--- config.mk ---
export PLATFORM = sky130hd
export DESIGN_NAME = arm_position_recorder
export DESIGN_NICKNAME = d
export VERILOG_FILES = /design/src/rtl/arm_position_recorder.sv
export SDC_FILE = /design/constraint.sdc
export NUM_CORES = 1
export LEC_CHECK = 0
export ABC_CLOCK_PERIOD_IN_PS = 2029
export BUFFER_PORTS_ARGS = -buffer_cell sky130_fd_sc_hd__buf_2
export CORE_MARGIN = 4
export CORE_UTILIZATION = 56
export CTS_CLUSTER_SIZE = 24
export DETAILED_ROUTE_END_ITERATION = 12
export PLACE_DENSITY = 0.9
export SLEW_MARGIN = 40
export SYNTH_ARGS = -nofsm -noshare
export SYNTH_HDL_FRONTEND = slang
export SYNTH_SLANG_ARGS = --single-unit
--- constraint.sdc ---
create_clock -name clk -period 2.03 [get_ports clk]
set_clock_uncertainty 0.1 [all_clocks]
set_input_delay 0.3045 -clock clk [delete_from_list [all_inputs] [get_ports clk]]
set_output_delay 0.3045 -clock clk [all_outputs]
set_load 0.02 [all_outputs]
--- src/rtl/arm_position_recorder.sv ---
// Arm position recorder: captures packed X/Y/Z samples into the position RAM
// on a single-shot pulse or a periodic tick, via a req/ack write port.
module arm_position_recorder #(
    parameter int DATA_WIDTH     = 30,
    parameter int AXIS_WIDTH     = 10,
    parameter int ADDRESS_WIDTH  = 4,
    parameter int SAMPLE_DIVIDER = 50_000_000
) (
    input  logic                     clk,
    input  logic                     rst,
    input  logic [AXIS_WIDTH-1:0]    x_in,
    input  logic [AXIS_WIDTH-1:0]    y_in,
    input  logic [AXIS_WIDTH-1:0]    z_in,
    input  logic                     record_pulse,
    input  logic                     clear_pulse,
    input  logic                     cont_record,
    output logic                     wr_req,
    output logic [ADDRESS_WIDTH-1:0] wr_addr,
    output logic [DATA_WIDTH-1:0]    wr_data,
    input  logic                     wr_ack,
    output logic [ADDRESS_WIDTH:0]   count,
    output logic                     full,
    output logic                     busy,
    output logic                     overrun
);

    localparam int CW   = ADDRESS_WIDTH + 1;
    localparam int DIVW = (SAMPLE_DIVIDER > 2) ? $clog2(SAMPLE_DIVIDER) : 1;

    localparam logic [CW-1:0]   CNT_ONE  = CW'(1);
    localparam logic [CW-1:0]   CNT_LAST = CW'((2 ** ADDRESS_WIDTH) - 1);
    localparam logic [CW-1:0]   CNT_FULL = CW'(2 ** ADDRESS_WIDTH);
    localparam logic [DIVW-1:0] DIV_ONE  = DIVW'(1);
    localparam logic [DIVW-1:0] DIV_MAX  = DIVW'(SAMPLE_DIVIDER - 1);

    typedef enum logic [1:0] {
        IDLE  = 2'd0,
        WRITE = 2'd1,
        FULL  = 2'd2
    } state_t;

    state_t                   state_q, state_d;
    logic [CW-1:0]            count_q, count_d;
    logic [ADDRESS_WIDTH-1:0] addr_q, addr_d;
    logic [DATA_WIDTH-1:0]    data_q, data_d;
    logic [DIVW-1:0]          div_q, div_d;
    logic                     ovr_q, ovr_d;
    logic                     pend_q, pend_d;

    logic div_run;
    logic tick;
    logic trigger;
    logic clr;

    always_ff @(posedge clk or negedge rst) begin
        if (!rst) begin
            state_q <= IDLE;
            count_q <= '0;
            addr_q  <= '0;
            data_q  <= '0;
            div_q   <= '0;
            ovr_q   <= 1'b0;
            pend_q  <= 1'b0;
        end else begin
            state_q <= state_d;
            count_q <= count_d;
            addr_q  <= addr_d;
            data_q  <= data_d;
            div_q   <= div_d;
            ovr_q   <= ovr_d;
            pend_q  <= pend_d;
        end
    end

    // Divider only runs while continuous capture can still make progress.
    always_comb begin
        div_run = cont_record && (state_q != FULL);
        tick    = div_run && (div_q == DIV_MAX);
        div_d   = '0;
        if (div_run && (div_q != DIV_MAX)) begin
            div_d = div_q + DIV_ONE;
        end
    end

    assign trigger = record_pulse | tick;
    assign clr     = clear_pulse | pend_q;

    always_comb begin
        state_d = state_q;
        count_d = count_q;
        addr_d  = addr_q;
        data_d  = data_q;
        ovr_d   = ovr_q;
        pend_d  = pend_q;

        unique case (state_q)
            IDLE: begin
                if (clr) begin
                    count_d = '0;
                    ovr_d   = 1'b0;
                    pend_d  = 1'b0;
                end else if (trigger) begin
                    data_d  = {x_in, y_in, z_in};
                    addr_d  = count_q[ADDRESS_WIDTH-1:0];
                    state_d = WRITE;
                end
            end
            WRITE: begin
                // A clear here is deferred until the write handshake finishes.
                if (clear_pulse) begin
                    pend_d = 1'b1;
                end
                if (trigger) begin
                    ovr_d = 1'b1;
                end
                if (wr_ack) begin
                    count_d = count_q + CNT_ONE;
                    state_d = (count_q == CNT_LAST) ? FULL : IDLE;
                end
            end
            FULL: begin
                if (clr) begin
                    count_d = '0;
                    ovr_d   = 1'b0;
                    pend_d  = 1'b0;
                    state_d = IDLE;
                end
            end
            default: begin
                state_d = IDLE;
            end
        endcase
    end

    assign wr_req  = (state_q == WRITE);
    assign busy    = (state_q == WRITE);
    assign wr_addr = addr_q;
    assign wr_data = data_q;
    assign count   = count_q;
    assign full    = (count_q == CNT_FULL);
    assign overrun = ovr_q;

endmodule

# Word level (Yosys, flattened, before mapping)
# Cells that the tools add are included.
op_classes:
  eq_ne: 14
  muxes: 15
  bitwise_logic: 3
  reduce_logical: 11
  n_addsub: 2
op_table:
  columns: ["op", "n"]
  rows:
  - ["adder 26 x 1 -> 26 bit, second input constant", 1]
  - ["== test 26 bit, second input constant", 1]
  - ["two-way mux 26 bit", 1]
  - ["!= test 26 bit, second input constant", 1]
  - ["!= test 2 bit, second input constant", 7]
  - ["AND reduction 3 bit", 4]
  - ["two-way mux 2 bit", 5]
  - ["two-way mux 5 bit", 2]
  - ["one-hot mux 5 bit (2 select lines)", 1]
  - ["one-hot mux 2 bit (3 select lines)", 1]
  - ["adder 5 x 1 -> 5 bit, second input constant", 1]
  - ["== test 5 x 4 -> 1 bit, second input constant", 1]
  - ["== test 5 bit, second input constant", 1]
  - ["one-hot mux 1 bit (2 select lines)", 2]
  - ["AND reduction 4 bit", 1]
  - ["logical AND 1 bit", 3]
  - ["two-way mux 1 bit", 3]
  - ["== test 2 x 1 -> 1 bit, second input constant", 1]
  - ["== test 2 bit, second input constant", 1]
  - ["logical NOT 2 bit", 1]
  - ["!= test 2 x 1 -> 1 bit, second input constant", 1]
  - ["bitwise OR 1 bit", 2]
  - ["nonzero test 2 bit", 1]
  - ["OR reduction 2 bit", 1]
  - ["NOT 1 bit", 1]
totals:
  input_bits: 36
  regBits: 69
  wordCells: 52

# Logic depth before layout (Yosys ltp)
depth:
  depth_word: 7
  mapped_depth: 6
  ltp_nobuf: 5

# Least setup slack after synthesis
# Ideal clock, no wire load.
synth_timing:
  kind: "reg2reg"
  start: "register state_q[0]"
  end: "register data_q[12] (netlist: wr_data[12])"
  stages_incl_launch_ff: 6
  arrival_ps: 1536
  slack_ps: 253
  setup_time_ps: 140
  path_cell_list: "dfrtp_1 > nor3_4 > nand2_1 > clkbuf_1 > a221oi_1 > o211ai_1"
synth_via:
  elab_chain_cells: 5
  elab_cells_between_ends: 6
synth_lines:
  columns: ["item", "line_no", "source"]
  rows:
  - ["start: declaration", "42", "state_t state_q, state_d;"]
  - ["start signal: assignment", "65", "state_q <= state_d;"]
  - ["!= test 2 bit", "77", "div_run = cont_record && (state_q != FULL);"]
  - ["logical AND 1 bit", "77", null]
  - ["logical AND 1 bit", "78", "tick = div_run && (div_q == DIV_MAX);"]
  - ["bitwise OR 1 bit", "85", "assign trigger = record_pulse | tick;"]
  - ["AND reduction 3 bit (no source line) *", null, null]
  - ["end signal: assignment", "68", "data_q <= data_d;"]
  - ["end: declaration", "45", "logic [DATA_WIDTH-1:0] data_q, data_d;"]
# Every way passes the cells marked *; elsewhere a longest branch is shown, timed or not.
# A chain may end at the register's enable or synchronous reset.

# Final worst setup path
layout_timing:
  start: "register div_q[6]"
  end: "register div_q[25]"
layout_via:
  elab_chain_cells: 3
  elab_cells_between_ends: 4
layout_lines:
  columns: ["item", "line_no", "source"]
  rows:
  - ["start: declaration", "46", "logic [DIVW-1:0] div_q, div_d;"]
  - ["start signal: assignment", "69", "div_q <= div_d;"]
  - ["parallel branches: the longest is 2 deep, another holds adder 26 x 1 -> 26 bit", null, null]
  - ["two-way mux 26 bit *", "80", "if (div_run && (div_q != DIV_MAX)) begin"]
  - ["via div_d[25]", "46", null]
# Mark *: on every way through the listed nets, which the timed path passes.

==> metrics.cfg <==
[placement]
post-dp-hpwl_mm=7.486
dp.cells=621
gp_congestion=0.8481
portBuffers=78
dp_slack_ns=0.08733

[sta]
rsz0062_at_grt=true
worst_pin_slew_ns=0.4008
fin_crit_ns=1.975
finalCritPeriodShare_pct=97.31
setup_viol=0
hold_violations=0
fmax_mhz=506.2
worst_slew_margin_rel_pct=73.28
drv_slew=0
layout_setup_ws_ns=0.05457

[critical_path]
reg2reg_slack_ns=0.05
rr_worst_depth=4
reg2reg_from=div_q[6]
cp_max_fo=15
worst-endpoint-arrival_ns=2.14
r2r_end=div_q[25]
setup.worst_path.end=div_q[25]
setup.worst_path.class=flop to flop
critPathRequiredTime_ns=2.19
crit_start=div_q[6]
startpoint_type=flop
cp-end-kind=flop

[global_route]
grt_antenna_before_repair=0
grt_pass1_wl_mm=19.24
grt_max_degree=71
overflow=0
grt.total_usage_pct=26.72
grt_pass1_vias=4167

[clock_tree]
clockRootBuffer=clkbuf_8
cts_tree=built
cts_setup_buffers=0
clkTransAtPathRegs_ns=0.07
cts_sinks=69
clockBufferDepth=2
cts-htree-levels=3
clk_latency_ns=0.34
cts-buffers-inserted=9

[synth]
avgSynthCellArea_um2=8.977
yosys.cell_types.count=39
synthesis.area_um2=4219
synth-seq-area-share_pct=40.93
synth_cells=470
synth_seq_cells=69
syn_nets=510
synth_warnings=0

[floorplanning]
rows=31
start_util_pct=57.86
die_h_um=94.80
ios=79
die-area_um2=8987
coreArea_um2=7292
die_width_um=94.80

[run_status]
status=finished clean

[detailed_routing]
vias_per_cell=6.859
dr.pass1.iters=5
vias=4369
wl_per_cell_um=18.57
drc_errors=0
ant_nets=0
drt-initial-drc-count=512
wl_mm=11.83

[finish]
areaGrowthSynthToFinish_pct=17.14
layout_common_cells=buf_2 (78), dfrtp_1 (69), o21ai_0 (42)
antenna_cells=0
multi_input_area_um2=2291
fin_nets=574
area.sequential_um2=1727
stdcell_count=637
fillers=602
final_common_cell=buf_2
drive_above_1_share_pct=21.93

[pwr]
leakagePower_nw=2.033
p_per_area_nw_per_um2=750.9
max-vdd-ir-drop_mv=0.3972

[flow_run]
cap_violations=0

[min_path]
hold_class=input pin to flop

[cell families after synthesis]
| kind of cell | count (synthesis) | synth area share (%) |
|---|---|---|
| DFF | 69 | 40.93 |
| buffers and inverters | 53 | 5.071 |
| adders and majority gates | 4 | 1.186 |
| and+or+nand+nor | 192 | 27.58 |
| xor gates and xnor gates | 12 | 2.491 |
| AOI/OAI and AO/OA | 140 | 22.75 |
[critical path: stages, from the launching register on]
cell and delay [ns]:
dfrtp_1 0.42, and4_1 0.30, nand4_2 0.34, or4_1 0.58, a21oi_1 0.16
[flip-flops by register name, summed over array words and instances, names as in the netlist]
signal and count:
pend_q 1, count 5, wr_addr 4, wr_data 30, overrun 1, div_q 26
state_q 2
[synthesized netlist by cell type]
master,instances,area share (%)
nand4_2,2,0.59
nand2_1,17,1.5
a22o_1,1,0.21
and3b_1,1,0.21
nand3_1,7,0.83
xnor2_1,2,0.42
a21oi_1,15,1.8
nor4_1,1,0.15
o211ai_1,34,6.0
or4_1,8,1.4
nor2b_1,36,5.3
nand2_2,1,0.15
and2_1,3,0.44
buf_2,6,0.71
a221oi_1,34,7.1
and3_1,40,5.9
nor3b_1,1,0.18
nor3_1,1,0.12
o21ai_0,43,5.1
clkbuf_1,36,3.2
nor2_1,19,1.7
o31ai_1,8,1.4
or4_4,1,0.27
and4_1,4,0.83
ha_1,4,1.2
buf_4,2,0.36
a32o_1,1,0.24
nand4_1,40,5.9
xor2_1,10,2.1
o21ba_2,1,0.24
a221o_1,2,0.47
and3_2,1,0.18
a21o_1,1,0.18
nor3_4,1,0.39
dfrtp_1,69,41
inv_1,9,0.80
nor4_2,1,0.30
or3_1,6,0.89
nor4bb_1,1,0.24
[stage by stage]
stage | instance area, µm² | util, % | hold WS, ns | total power [mW] | setup TNS [ns]
final | 4942 | 67.78 | 0.1660 | 3.711 | 0
after global routing | 4942 | 67.78 | 0.1553 | 3.898 | -0.3163
after global placement | 4751 | 65.15 | 0.2606 | 2.634 | 0
after floorplan | 4219 | - | -0.09109 | 2.301 | 0
after CTS | 4938 | 67.72 | 0.1498 | 3.723 | 0
after detailed placement | 4751 | 65.15 | 0.2611 | 2.686 | 0
[power breakdown]
group / total (mW) / leakage (nW) / switching, mW / internal, mW
registers: 1.65 / 0.822 / 0.130 / 1.51
clock network: 1.04 / 0.0926 / 0.498 / 0.537
logic: 1.03 / 1.12 / 0.613 / 0.418
total: 3.71 / 2.03 / 1.24 / 2.47
[layout make-up]
| type | count | area share, % |
|---|---|---|
| inverter | 9 | 0.6835 |
| timing repair buffer | 97 | 11.92 |
| multi-input combinational | 348 | 46.35 |
| clock buffer | 14 | 3.494 |
| sequential | 69 | 34.94 |
| clock inverter | 1 | 0.1013 |
| tap | 99 | 2.506 |
[worst min path at each step]
stage | end | from | cells after the start
after CTS | wr_data[0] | z_in[0] | 3
after global placement | wr_data[15] | rst | 2
after floorplan | count[0] | rst | 0
final | wr_data[0] | z_in[0] | 3
after detailed placement | wr_data[15] | rst | 2
after global routing | wr_data[0] | z_in[0] | 3
[timing repair]
item,CTS,global route
hold buffers,1,0
setup endpoints to repair,0,8
resized for setup,0,1
endpoints found under the hold margin,69,0
[routing by layer]
| metal | GRT usage [%] | vias up | wire length (µm) |
|---|---|---|---|
| met5 | 0 | - | 0 |
| met4 | 11.54 | 0 | 211 |
| met3 | 4.940 | 28 | 1077 |
| met1 | 37.00 | 2145 | 4865 |
| li1 | - | 1946 | - |
| met2 | 40.99 | 250 | 5675 |
Note: power is estimated with default switching activity, not from simulation.
